--- src/rtl/link_cmd_arbiter.sv ---
// link_cmd_arbiter: shares the host UART transmitter between the frame
// byte stream and locally generated stats responses, and decodes host
// commands into trace width and stream enable settings.
//
// Ports:
//   clkOut, rst       clock, synchronous active-high reset
//   RxedEvent, RxByte host command byte strobe and value
//   FrameDataVal/Ready/Next  frame serializer handshake (Next is an accept)
//   TxFree, TxByte, TxStrobe transmitter handshake
//   TotalFrames, LostFrames  counters captured for stats responses
//   Width, StreamEn   trace width and streaming enable settings
//   CmdDropped        pulse when a stats request is discarded
module link_cmd_arbiter #(
  parameter int         FRAME_BYTES = 16,
  parameter logic [7:0] RESP_HDR    = 8'hC5,
  parameter logic [1:0] RESET_WIDTH = 2'b11
) (
  input  logic        clkOut,
  input  logic        rst,
  input  logic        RxedEvent,
  input  logic [7:0]  RxByte,
  input  logic [7:0]  FrameDataVal,
  input  logic        FrameDataReady,
  output logic        FrameDataNext,
  input  logic        TxFree,
  output logic [7:0]  TxByte,
  output logic        TxStrobe,
  input  logic [31:0] TotalFrames,
  input  logic [15:0] LostFrames,
  output logic [1:0]  Width,
  output logic        StreamEn,
  output logic        CmdDropped
);

  localparam int CW =
    (FRAME_BYTES > 1) ? $clog2(FRAME_BYTES) : 1;
  localparam logic [CW-1:0] LAST =
    CW'(FRAME_BYTES - 1);

  localparam logic [1:0] IDLE = 2'd0;
  localparam logic [1:0] GAP  = 2'd1;
  localparam logic [1:0] RESP = 2'd2;
  localparam logic [1:0] RGAP = 2'd3;

  // Response index runs 0..6; reaching 7 means all bytes are out.
  localparam logic [2:0] RESP_END = 3'd7;

  logic [1:0]    state;
  logic [CW-1:0] count;
  logic          pending;
  logic          req_en;
  logic [2:0]    resp_idx;
  logic [31:0]   snap_total;
  logic [15:0]   snap_lost;
  logic [7:0]    resp_byte;
  logic          at_bound;
  logic          resp_go;
  logic          frame_go;

  assign at_bound = (count == '0);

  // A pending response wins over frame data, but only between frames.
  assign resp_go = (state == IDLE) && pending &&
                   at_bound && TxFree;

  assign frame_go = (state == IDLE) && !resp_go &&
                    StreamEn && FrameDataReady && TxFree;

  assign FrameDataNext = frame_go;

  always_comb begin
    resp_byte = RESP_HDR;
    case (resp_idx)
      3'd1:    resp_byte = snap_total[7:0];
      3'd2:    resp_byte = snap_total[15:8];
      3'd3:    resp_byte = snap_total[23:16];
      3'd4:    resp_byte = snap_total[31:24];
      3'd5:    resp_byte = snap_lost[7:0];
      3'd6:    resp_byte = snap_lost[15:8];
      default: resp_byte = RESP_HDR;
    endcase
  end

  always_ff @(posedge clkOut) begin
    if (rst) begin
      state      <= IDLE;
      count      <= '0;
      pending    <= 1'b0;
      req_en     <= 1'b1;
      resp_idx   <= '0;
      snap_total <= '0;
      snap_lost  <= '0;
      Width      <= RESET_WIDTH;
      StreamEn   <= 1'b1;
      TxByte     <= '0;
      TxStrobe   <= 1'b0;
      CmdDropped <= 1'b0;
    end else begin
      TxStrobe   <= 1'b0;
      CmdDropped <= 1'b0;

      if (frame_go)
        count <= (count == LAST) ? '0 : count + 1'b1;

      // Hold the enable while the first byte of a frame is being
      // accepted so that a started frame can always finish.
      if (at_bound && !frame_go)
        StreamEn <= req_en;

      if (RxedEvent) begin
        case (RxByte[7:4])
          4'h1: begin
            if (RxByte[3:2] == 2'b00)
              Width <= RxByte[1:0];
          end
          4'h2: begin
            if (!pending) begin
              snap_total <= TotalFrames;
              snap_lost  <= LostFrames;
              resp_idx   <= '0;
              pending    <= 1'b1;
            end else begin
              CmdDropped <= 1'b1;
            end
          end
          4'h3: req_en <= RxByte[0];
          default: ;
        endcase
      end

      case (state)
        IDLE: begin
          if (resp_go) begin
            TxByte   <= resp_byte;
            TxStrobe <= 1'b1;
            resp_idx <= resp_idx + 1'b1;
            state    <= RESP;
          end else if (frame_go) begin
            TxByte   <= FrameDataVal;
            TxStrobe <= 1'b1;
            state    <= GAP;
          end
        end
        GAP:  state <= IDLE;
        RESP: state <= RGAP;
        RGAP: begin
          if (resp_idx == RESP_END) begin
            pending <= 1'b0;
            state   <= IDLE;
          end else if (TxFree) begin
            TxByte   <= resp_byte;
            TxStrobe <= 1'b1;
            resp_idx <= resp_idx + 1'b1;
            state    <= RESP;
          end
        end
        default: state <= IDLE;
      endcase
    end
  end

endmodule

--- config.mk ---
export PLATFORM = sky130hd
export DESIGN_NAME = link_cmd_arbiter
export DESIGN_NICKNAME = d
export VERILOG_FILES = /design/src/rtl/link_cmd_arbiter.sv
export SDC_FILE = /design/constraint.sdc
export NUM_CORES = 1
export LEC_CHECK = 0
export ABC_AREA = 1
export CAP_MARGIN = 20
export CORE_ASPECT_RATIO = 0.8
export CORE_MARGIN = 4
export CORE_UTILIZATION = 35
export CTS_BUF_LIST = sky130_fd_sc_hd__clkbuf_2
export DETAILED_ROUTE_END_ITERATION = 8
export MAX_ROUTING_LAYER = met4
export PLACE_DENSITY = 0.61
export SLEW_MARGIN = 20
export SYNTH_ARGS = -nofsm -noshare
export SYNTH_HDL_FRONTEND = slang
export SYNTH_SLANG_ARGS = --single-unit
--- constraint.sdc ---
create_clock -name clkOut -period 3.67 [get_ports clkOut]
set_input_delay 0.367 -clock clkOut [delete_from_list [all_inputs] [get_ports clkOut]]
set_output_delay 0.367 -clock clkOut [all_outputs]
set_load 0.02 [all_outputs]
==> load_flow_metrics.sql <==
INSERT INTO impl_metrics (metric_group, metric, value, unit) VALUES
('power_and_ir_drop', 'p_int', '1.40', 'mW'),
('sta', 'finalCritPeriodShare', '0.754', ''),
('global_route', 'grt_pass1_wl', '14400', 'um'),
('synthesis', 'ys_types', '30', ''),
('layout', 'area_added_between_synthesis_and_finish', '31.0', '%'),
('floorplanning', 'pin_count', '83', ''),
('floorplanning', 'floorplan.die_area', '0.0115', 'mm2'),
('placed_design', 'gp_congestion', '0.826', ''),
('placed_design', 'dp_cells', '668', ''),
('hold_path', 'min-delay-start', 'RxByte[0]', ''),
('route', 'route.vias.total', '3237', ''),
('route', 'highest-signal-layer', 'met4', ''),
('clock_network', 'clock_tree.root_cell', 'clkbuf_2', ''),
('synthesis', 'synth_flop_type', 'dfxtp_1', ''),
('placed_design', 'placement.io_buffers', '82', ''),
('placed_design', 'preCtsSetupSlack', '1.20', 'ns'),
('route', 'dr.first_iter.drc_count', '135', ''),
('synthesis', 'synth-adder-area-share', '0.0437', ''),
('hold_path', 'hold_path_class', 'in -> reg', ''),
('synthesis', 'yosys_register_bits', '72', ''),
('worst_setup_path', 'timing.rr.end', 'TxByte[0]', ''),
('clock_network', 'numCtsBuffers', '9', ''),
('worst_setup_path', 'critPathTopFamily', 'buffers and inverters', ''),
('sta', 'rsz0062_at_grt', 'false', ''),
('clock_network', 'cts-hold-fix-buffers', '0', ''),
('power_and_ir_drop', 'total_switching_power', '0.650', 'mW'),
('power_and_ir_drop', 'vdd_drop_max', '236', 'uV'),
('worst_setup_path', 'cp_common_cell', 'inv_1', ''),
('run', 'maxCapViolations', '0', ''),
('hold_path', 'min_to', 'req_en', ''),
('power_and_ir_drop', 'power.switching_fraction', '0.317', ''),
('synthesis', 'share_of_synthesized_flip_flops_with_an_asynchronous_set_or_reset', '0', ''),
('sta', 'final_max_slew_viol_count', '0', ''),
('synthesis', 'ys.warnings.count', '0', ''),
('synthesis', 'synth-simple-area-share', '0.193', ''),
('synthesis', 'synth_common_cells', 'inv_1, o21ai_0, dfxtp_1', ''),
('worst_setup_path', 'r2r_cells', '8', ''),
('layout', 'fin_area', '0.00450', 'mm2'),
('global_route', 'grt_start_max_net_pins', '57', ''),
('route', 'routed_wl', '8800', 'um'),
('synthesis', 'synth-edff-count', '0', ''),
('status', 'outcome', 'finished clean', ''),
('sta', 'setup_slack', '0.904', 'ns'),
('synthesis', 'compound_cell_area_share_of_the_yosys_netlist', '0.215', ''),
('synthesis', 'main_combinational_cell_family_by_area_after_synthesis', 'compound AO/OA/AOI/OAI gates', ''),
('route', 'wire_per_inst', '12.9', 'um'),
('sta', 'timing_hold_violations_final', '0', ''),
('worst_setup_path', 'cp_num_buf_inv', '4', ''),
('synthesis', 'post-synth-top-count-cell', 'inv_1', ''),
('route', 'drt_first_pass_iters', '5', ''),
('route', 'route.met3.wl', '573', 'um'),
('global_route', 'number_of_antenna_violations_at_the_first_check_in_global_routing', '0', ''),
('placed_design', 'placed_area', '0.00434', 'mm2'),
('clock_network', 'clock_latency_late_sink', '0.51', 'ns'),
('power_and_ir_drop', 'power.share.combinational', '0.288', ''),
('clock_network', 'cts_setup_buffers', '0', ''),
('floorplanning', 'rows', '32', ''),
('synthesis', 'syn_area', '0.00343', 'mm2'),
('hold_path', 'whs_path_depth', '3', ''),
('synthesis', 'post-synth-top-area-fraction', '0.420', ''),
('clock_network', 'cts_repair_resize_count', '0', ''),
('worst_setup_path', 'timing.critical_path.from_type', 'register', ''),
('floorplanning', 'initial_core_util', '0.357', ''),
('route', 'drt.antenna.violating_nets', '0', ''),
('placed_design', 'place.detailed.hpwl', '6650', 'um'),
('clock_network', 'clkTransAtPathRegs', '0.21', 'ns'),
('worst_setup_path', 'worst_path_largest_cell_delay', '0.62', 'ns'),
('worst_setup_path', 'crit_chain', 'inv_1 -> ha_1 -> nand3_1 -> inv_2 -> nand2_4 -> nand2_2 -> inv_1 -> clkdlybuf4s50_1', ''),
('worst_setup_path', 'critPathCaptureType', 'output pin', ''),
('power_and_ir_drop', 'power.leakage', '1.78', 'nW'),
('layout', 'drive_above_1_share', '0.0621', '');
## power groups by stage
| stage | Combinational (mW) | Clock (mW) | Sequential [mW] |
|---|---|---|---|
| CTS | 0.593 | 0.587 | 0.890 |
| detailed placement | 0.589 | 0 | 0.907 |
| global route | 0.664 | 0.620 | 0.898 |
| finish | 0.589 | 0.570 | 0.889 |
| global placement | 0.576 | 0 | 0.904 |
| floorplan | 0.307 | 0 | 0.947 |
## layer usage
layer  vias to the layer above  GRT usage
li1                       1700          -
met1                      1433      0.209
met2                        94      0.245
met3                        10     0.0518
met4                         0     0.0366
met5                         -          -
## state kept, by name, indices dropped and copies added, names as in the netlist
signal,count
count,4
Width,2
req_en,1
snap_lost,16
CmdDropped,1
TxStrobe,1
TxByte,8
StreamEn,1
state,2
snap_total,32
pending,1
resp_idx,3
## metrics by stage
stage	hold WS [ns]	total power [mW]
final	0.411	2.05
after global routing	0.389	2.18
after CTS	0.370	2.07
after detailed placement	0.438	1.50
after global placement	0.432	1.48
after floorplan	0.424	1.25
## worst min-delay path, cell delays in order
cell	delay [ns]
clkdlybuf4s50_1	0.40
inv_1	0.07
o21ai_0	0.08
## layout by cell type (no fill, tap or decap), types with 4 or more instances in the layout
master           count
a21oi_1             61
clkbuf_2             9
clkdlybuf4s50_1     82
dfxtp_1             72
ha_1                12
inv_1               87
nand2_1             67
nand2_2              5
nand3_1             22
nand4_1              4
nor2_1              31
nor2_2               4
nor3_1               4
o21ai_0             75
## worst max-delay path by stage
stage                                to  depth (start not counted)         from
final                     FrameDataNext                          8     state[1]
after global routing      FrameDataNext                          8     state[0]
after CTS                 FrameDataNext                          8     state[1]
after detailed placement  FrameDataNext                          6       TxFree
after global placement    FrameDataNext                          6       TxFree
after floorplan               TxByte[1]                         10  resp_idx[0]
## cell families (layout without fill, tap and decap cells)
| kind of cell | count (synthesis) | count (layout) |
|---|---|---|
| AOI/OAI and AO/OA | 145 | 145 |
| and+or+nand+nor | 145 | 145 |
| adders and majority gates | 12 | 12 |
| buffers and inverters | 110 | 190 |
| DFF | 72 | 72 |
## cell type report
class | count | area [um2]
Clock buffer | 9 | 45.0
Clock inverter | 6 | 109
Fill cell | 996 | 5110
Inverter | 91 | 343
Multi-Input combinational cell | 302 | 1550
Sequential cell | 72 | 1440
Tap cell | 119 | 149
Timing Repair Buffer | 84 | 861
(Power assumes the default switching activity.)
